===== src/rtl/router_fsm.sv =====
// Router packet-flow controller: decodes the header address, sequences
// payload writes into the selected FIFO, stalls on full/non-empty FIFOs and
// brackets each packet with parity load/check cycles.
//
// state | meaning
// DA    | decode address: wait for a valid header, latch destination
// LFD   | load first data: header byte written to FIFO, source held
// LD    | load data: payload bytes streamed to FIFO
// FFS   | fifo full: writes paused until the FIFO drains
// LAF   | load after full: write the byte held during the full stall
// LP    | load parity: parity byte written
// CPE   | check parity error: register block internal state cleared
// WTE   | wait till empty: destination FIFO still holds an older packet
module router_fsm (
    input  logic       clock,
    input  logic       reset,
    input  logic       pkt_valid,
    input  logic [1:0] data_in,
    input  logic       fifo_full,
    input  logic       fifo_empty_0,
    input  logic       fifo_empty_1,
    input  logic       fifo_empty_2,
    input  logic       soft_reset_0,
    input  logic       soft_reset_1,
    input  logic       soft_reset_2,
    input  logic       parity_done,
    input  logic       low_pkt_valid,
    output logic       detect_add,
    output logic       lfd_state,
    output logic       ld_state,
    output logic       laf_state,
    output logic       full_state,
    output logic       write_enb_reg,
    output logic       rst_int_reg,
    output logic       busy
);

    typedef enum logic [2:0] {
        DA  = 3'd0,
        LFD = 3'd1,
        LD  = 3'd2,
        FFS = 3'd3,
        LAF = 3'd4,
        LP  = 3'd5,
        CPE = 3'd6,
        WTE = 3'd7
    } state_t;

    state_t     state;
    state_t     next_state;
    logic [1:0] addr_reg;
    logic       hdr_ok;
    logic       empty_hdr;
    logic       empty_addr;
    logic       soft_addr;

    // Select per-FIFO flags for the incoming header and the latched address
    always_comb begin
        hdr_ok     = pkt_valid && (data_in != 2'd3);
        empty_hdr  = 1'b0;
        empty_addr = 1'b0;
        soft_addr  = 1'b0;
        case (data_in)
            2'd0:    empty_hdr = fifo_empty_0;
            2'd1:    empty_hdr = fifo_empty_1;
            2'd2:    empty_hdr = fifo_empty_2;
            default: empty_hdr = 1'b0;
        endcase
        case (addr_reg)
            2'd0: begin
                empty_addr = fifo_empty_0;
                soft_addr  = soft_reset_0;
            end
            2'd1: begin
                empty_addr = fifo_empty_1;
                soft_addr  = soft_reset_1;
            end
            2'd2: begin
                empty_addr = fifo_empty_2;
                soft_addr  = soft_reset_2;
            end
            default: begin
                empty_addr = 1'b0;
                soft_addr  = 1'b0;
            end
        endcase
    end

    // State register and destination address latch
    always_ff @(posedge clock) begin
        if (reset) begin
            state    <= DA;
            addr_reg <= 2'd0;
        end else begin
            state <= next_state;
            if (state == DA && hdr_ok)
                addr_reg <= data_in;
        end
    end

    // Next-state logic; a soft reset on the selected FIFO aborts the packet
    always_comb begin
        next_state = state;
        if (state != DA && soft_addr) begin
            next_state = DA;
        end else begin
            case (state)
                DA: begin
                    if (hdr_ok)
                        next_state = empty_hdr ? LFD : WTE;
                end
                WTE: begin
                    if (empty_addr)
                        next_state = LFD;
                end
                LFD: next_state = LD;
                LD: begin
                    if (fifo_full)
                        next_state = FFS;
                    else if (!pkt_valid)
                        next_state = LP;
                end
                FFS: begin
                    if (!fifo_full)
                        next_state = LAF;
                end
                LAF: begin
                    if (parity_done)
                        next_state = DA;
                    else if (low_pkt_valid)
                        next_state = LP;
                    else
                        next_state = LD;
                end
                LP:  next_state = CPE;
                CPE: next_state = fifo_full ? FFS : DA;
                default: next_state = DA;
            endcase
        end
    end

    // Moore output decode
    always_comb begin
        detect_add    = (state == DA);
        lfd_state     = (state == LFD);
        ld_state      = (state == LD);
        full_state    = (state == FFS);
        laf_state     = (state == LAF);
        rst_int_reg   = (state == CPE);
        write_enb_reg = (state == LD) || (state == LP) || (state == LAF);
        busy          = (state != DA) && (state != LD);
    end

endmodule


===== config.mk =====
export PLATFORM = sky130hd
export DESIGN_NAME = router_fsm
export DESIGN_NICKNAME = d
export VERILOG_FILES = /design/src/rtl/router_fsm.sv
export SDC_FILE = /design/constraint.sdc
export NUM_CORES = 1
export LEC_CHECK = 0
export BUFFER_PORTS_ARGS = -buffer_cell sky130_fd_sc_hd__buf_2
export CAP_MARGIN = 20
export CORE_AREA = 2 2 39 41
export DETAILED_ROUTE_END_ITERATION = 16
export DIE_AREA = 0 0 41 43
export HOLD_SLACK_MARGIN = 0.12
export PLACE_DENSITY = 0.72
export SKIP_LAST_GASP = 1
export SLEW_MARGIN = 20
export SYNTH_ARGS = -nofsm -noshare
export SYNTH_HDL_FRONTEND = slang
export SYNTH_SLANG_ARGS = --single-unit
export TNS_END_PERCENT = 20

===== constraint.sdc =====
create_clock -name clock -period 1.36 [get_ports clock]
set_input_delay 0.136 -clock clock [delete_from_list [all_inputs] [get_ports clock]]
set_output_delay 0.136 -clock clock [all_outputs]
set_load 0.005 [all_outputs]

==> results.yml, run 1 <==
synth:
  yosysTopAreaCell: "dfxtp_1"
  async_flop_share: 0
  ys_top_cells_by_area: "dfxtp_1, mux2i_1, buf_6, nand3b_1, a31oi_1"
  syn_nets: 72
  synth_area_um2: 469
  synth-seq-cells: 5
  syn_inst: 58
  synth_edf_count: 0
  netlist.area_leader.share: 0.213
  synth_commonest_cells: "dfxtp_1, nand2_1, mux2i_1, nor2_1"
  ys_seq_area_frac: 0.213
  ys_warn_count: 0
  synth.avg_cell_area_um2: 8.09
  synth_cell_types: 31
  synthFlopType: "dfxtp_1"
worst_setup_path:
  r2r-end: "state[0]"
  end_kind: "output port"
  cpPeakStageDelay_ns: 0.44
  critPathKind: "register to output port"
  r2r_start: "state[2]"
  cp_cell_sequence: "nand2b_1, o21ai_0, buf_2"
  rrSetupSlack_ns: 0.15
  start_kind: "register"
  slowest_stage: "dfxtp_2"
  r2r_cells: 4
  worstPathRequired_ns: 1.22
  crit_arrival_ns: 1.16
  crit_fanout: 12
cells_and_area:
  largest_reg_flops: 3
  multi_input_area_um2: 334
  final_nets: 98
  insertedDiodeCount: 0
  area_growth_pct: 32.5
  seq_area_um2: 104
  n_fill_cell: 145
  final_util: 0.449
  drive_gt1_frac: 0.410
grt:
  antenna_found_initial: 0
  grt_pass1_vias: 449
  grt_pass1_wl_um: 1810
  overflow: 0
  grt_usage: 0.151
  grt_max_degree: 13
drt:
  vias: 497
  vias_per_cell: 5.02
  ant_nets: 0
  drcViolationCount: 0
  drt_first_pass_iters: 4
  drtIter0Drc: 6
  wl_um: 1120
  wl_per_cell_um: 11.3
floorplan:
  die_area_mm2: 0.00176
  rows: 14
  die_h_um: 43
  initial_core_util: 0.339
  core_mm2: 0.00138
  io_pins: 22
  die_w_um: 41
timing:
  tightestPinTransition_ns: 0.230
  slew_headroom: 0.845
  whs_ns: 0.236
  setup_viol: 0
  max_clock_freq_mhz: 774
  fin_crit_sh: 0.951
  fin_setup_tns_ns: 0
  hold_viol: 0
  drv_slew: 0
  period_needed_ns: 1.29
  rsz0062_at_grt: "true"
  clock_skew_ns: 0.00666
  postLayoutSetupSlackWorst_ns: 0.0672
power:
  design_power_total_w: 0.00118
  ir_drop_v: 0.000920
  p_leak_nw: 0.291
  power_density_mw_per_mm2: 1900
run:
  cap_violations: 0
cts:
  cts_tree: "built"
  clk_pin_slew_ns: 0.05
  htree_num_levels: 1
  clk-insertion-delay-late_ns: 0.24
  numCtsBuffers: 3
  post_cts_buffers: 0
  cts_root_buf: "clkbuf_4"
  clock-sinks: 5
  max-clock-path-buffers: 2
place:
  gp_congestion: 0.732
  port_buffers: 21
  hpwl_um: 912
  post-place-ws_ns: 0.0814
min_path:
  hp-start: "data_in[0]"
  holdPathStages: 3
  hold_end: "addr_reg[0]"
  hold_path_class: "primary input to register"
run_status:
  outcome: "finished clean"
## kinds of logic (layout without fill, tap and decap cells)
family	Yosys count	in the layout	share of synthesized area
AO/OA/AOI/OAI	19	19	0.312
buffers and inverters	5	30	0.0747
flip-flops	5	5	0.213
multiplexers	4	4	0.0853
AND/OR/NAND/NOR	25	25	0.315
## how the worst max path moves through the flow
stage                          to  startpoint  cells after the start  slack, ns
floorplan                state[0]    state[2]                      4       0.23
global placement         state[0]    state[2]                      4       0.12
detailed placement       state[0]    state[0]                      4       0.08
CTS                 write_enb_reg    state[2]                      3      -0.07
global route          rst_int_reg    state[0]                      3     -0.001
finish              write_enb_reg    state[2]                      3       0.07
## stage by stage
stage | instance area (um^2) | std cells
2_1_floorplan | 469 | 58
3_3_place_gp | 582 | 94
3_5_place_dp | 582 | 94
4_1_cts | 619 | 99
5_1_grt | 622 | 99
6_report | 622 | 99
## area by class of cell
class / count / share of cell area
timing repair buffer: 24 / 0.209
clock buffer: 4 / 0.0423
multi-input combinational: 48 / 0.537
tap: 16 / 0.0322
inverter: 2 / 0.0121
sequential: 5 / 0.167
## worst max-delay path: cells and delay by family, from the launching register on
kind	cells	cell delay (ns)
buffers and inverters	1	0.13
and+or+nand+nor	1	0.24
AOI/OAI and AO/OA	1	0.10
DFF	1	0.44
## placed cells by master, fill, tap and decap left out, types with 3 or more instances in the layout
cell type / count
a31oi_1: 3
buf_2: 21
clkbuf_4: 3
dfxtp_2: 3
mux2i_1: 4
nand2_1: 5
nand2b_1: 3
nand3b_1: 3
nor2_1: 4
o21ai_0: 3
## routing by layer
| layer | GRT usage | vias up | part of all wire | wire length [um] |
|---|---|---|---|---|
| met5 | 0 | - | 0 | 0 |
| met4 | 0.0400 | 0 | 0 | 0 |
| met3 | 0.0628 | 0 | 0.078 | 87 |
| met2 | 0.247 | 19 | 0.51 | 565 |
| met1 | 0.172 | 212 | 0.42 | 464 |
| li1 | - | 266 | - | - |
## where the power goes
group	switching [W]	internal, W
sequential	0.000130	0.000208
clock	0.0000608	0.000111
combinational	0.000317	0.000353
## repair_timing
| item | in CTS | in global routing |
|---|---|---|
| hold buffers | 1 | 0 |
| setup endpoints to repair | 5 | 7 |
| resized for setup | 1 | 2 |
| endpoints found under the hold margin | 1 | 0 |
| pin swaps | 0 | 0 |
Note: power is estimated with default switching activity, not from simulation.
==> run 2, diff against run 1 <==
--- a/config.mk
+++ b/config.mk
@@ -12,6 +12,7 @@
 export DIE_AREA = 0 0 41 43
 export HOLD_SLACK_MARGIN = 0.12
 export PLACE_DENSITY = 0.72
+export SKIP_CTS_REPAIR_TIMING = 1
 export SKIP_LAST_GASP = 1
 export SLEW_MARGIN = 20
 export SYNTH_ARGS = -nofsm -noshare
==> constraint.sdc (replaced) <==
create_clock -name clock -period 1.3 [get_ports clock]
set_input_delay 0.13 -clock clock [delete_from_list [all_inputs] [get_ports clock]]
set_output_delay 0.13 -clock clock [all_outputs]
set_load 0.005 [all_outputs]
==> results.yml, run 2 (synthesis gave the netlist of run 1 again) <==
cells_and_area:
  fin_cells: 100
  final_util: 0.464
  final_common_cell: "buf_2"
  largest_reg_flops: 3
  area_growth_pct: 36.8
  multi_input_area_um2: 342
  drive_gt1_frac: 0.429
  seq_area_um2: 109
  final_nets: 99
  insertedDiodeCount: 0
  layout_common_cells: "buf_2, nand2_1, nor2_1, mux2i_1"
  n_fill_cell: 152
place:
  post-place-ws_ns: 0.00479
  hpwl_um: 905
  port_buffers: 21
  gp_congestion: 0.755
  place_inst: 95
worst_setup_path:
  crit_arrival_ns: 1.09
  cp_cell_sequence: "buf_4, nor3_1, buf_2"
  end_kind: "output port"
  slowest_stage: "dfxtp_4"
  worstPathRequired_ns: 1.17
  start_kind: "register"
  cpPeakStageDelay_ns: 0.38
  critPathKind: "register to output port"
  cp_top_family: "flip-flops"
  crit_buf_inv: 2
  crit_fanout: 8
run_status:
  outcome: "finished clean"
grt:
  grt_pass1_wl_um: 1810
  grt_usage: 0.149
  grt_max_degree: 13
  overflow: 0
  grt_pass1_vias: 449
  antenna_found_initial: 0
drt:
  drt_first_pass_iters: 4
  vias_per_cell: 5.22
  wl_um: 1130
  drtIter0Drc: 8
  ant_nets: 0
  vias: 522
  wl_per_cell_um: 11.3
  drcViolationCount: 0
timing:
  fin_setup_tns_ns: 0
  slew_headroom: 0.857
  rsz0062_at_grt: "false"
  setup_viol: 0
  hold_viol: 0
  tightestPinTransition_ns: 0.212
  postLayoutSetupSlackWorst_ns: 0.0825
  period_needed_ns: 1.22
  fin_crit_sh: 0.937
  max_clock_freq_mhz: 821
  drv_slew: 0
  clock_skew_ns: 0.00553
power:
  pwr-share-seq: 0.287
  switching_share: 0.420
  power_density_mw_per_mm2: 2000
  pwr-share-clk: 0.137
  ir_drop_v: 0.000930
  design_power_total_w: 0.00128
  combPwrFrac: 0.575
  p_switching_w: 0.000538
  power.internal_w: 0.000745
  p_leak_nw: 0.299
floorplan:
  die_h_um: 43
  rows: 14
  core_mm2: 0.00138
  initial_core_util: 0.339
  die_w_um: 41
  die_area_mm2: 0.00176
  io_pins: 22
cts:
  clk_pin_slew_ns: 0.04
  cts_tree: "built"
  cts_root_buf: "clkbuf_4"
  htree_num_levels: 1
  clk-insertion-delay-late_ns: 0.24
  numCtsBuffers: 3
  max-clock-path-buffers: 2
  clock-sinks: 5
min_path:
  hold_path_class: "primary input to register"
run:
  cap_violations: 0
-- run 2: cell count changes in the layout (fill, tap and decap cells not counted) --
cell and delta:
buf_4 +1, dfxtp_2 -2, dfxtp_4 +2, nand2b_1 -1, nand2b_4 +1
-- run 2: cell type report --
type	count	area share
multi-input combinational	48	0.532
timing repair buffer	25	0.214
sequential	5	0.170
clock buffer	4	0.0409
tap	16	0.0312
inverter	2	0.0117
-- run 2: worst register-to-register path: stages (launching register included) --
cell and delay [ns]:
dfxtp_2 0.38, or2_1 0.26, o221ai_1 0.22, a21oi_2 0.10, a21boi_2 0.15
-- run 2: layer usage --
layer / share of wire / track usage / vias up
li1: - / - / 267
met1: 0.42 / 0.175 / 232
met2: 0.48 / 0.228 / 23
met3: 0.092 / 0.0890 / 0
met4: 0 / 0.0267 / 0
met5: 0 / 0 / -
-- run 2: path summary, 6_finish.rpt --
| kind | startpoint | to | slack (ns) | depth (start not counted) |
|---|---|---|---|---|
| max | state[1] | lfd_state | 0.08 | 3 |
| min | data_in[0] | addr_reg[0] | 0.24 | 3 |
| max reg2reg | state[2] | state[0] | 0.08 | 4 |
| min reg2reg | state[1] | state[0] | 0.59 | 2 |
-- run 2: power by group through the flow --
stage	Clock, W	Sequential, W	Combinational [W]
2_1_floorplan	0	0.000270	0.000555
3_3_place_gp	0	0.000340	0.000722
3_5_place_dp	0	0.000342	0.000727
4_1_cts	0.000185	0.000340	0.000730
6_report	0.000176	0.000368	0.000738
5_1_grt	0.000208	0.000386	0.000830
-- run 2: through the flow --
step | area (um^2) | hold WS (ns)
after global placement | 589 | 0.355
after CTS | 616 | 0.101
after detailed placement | 589 | 0.350
after global routing | 642 | 0.264
final | 642 | 0.244
after floorplan | 469 | 0.209
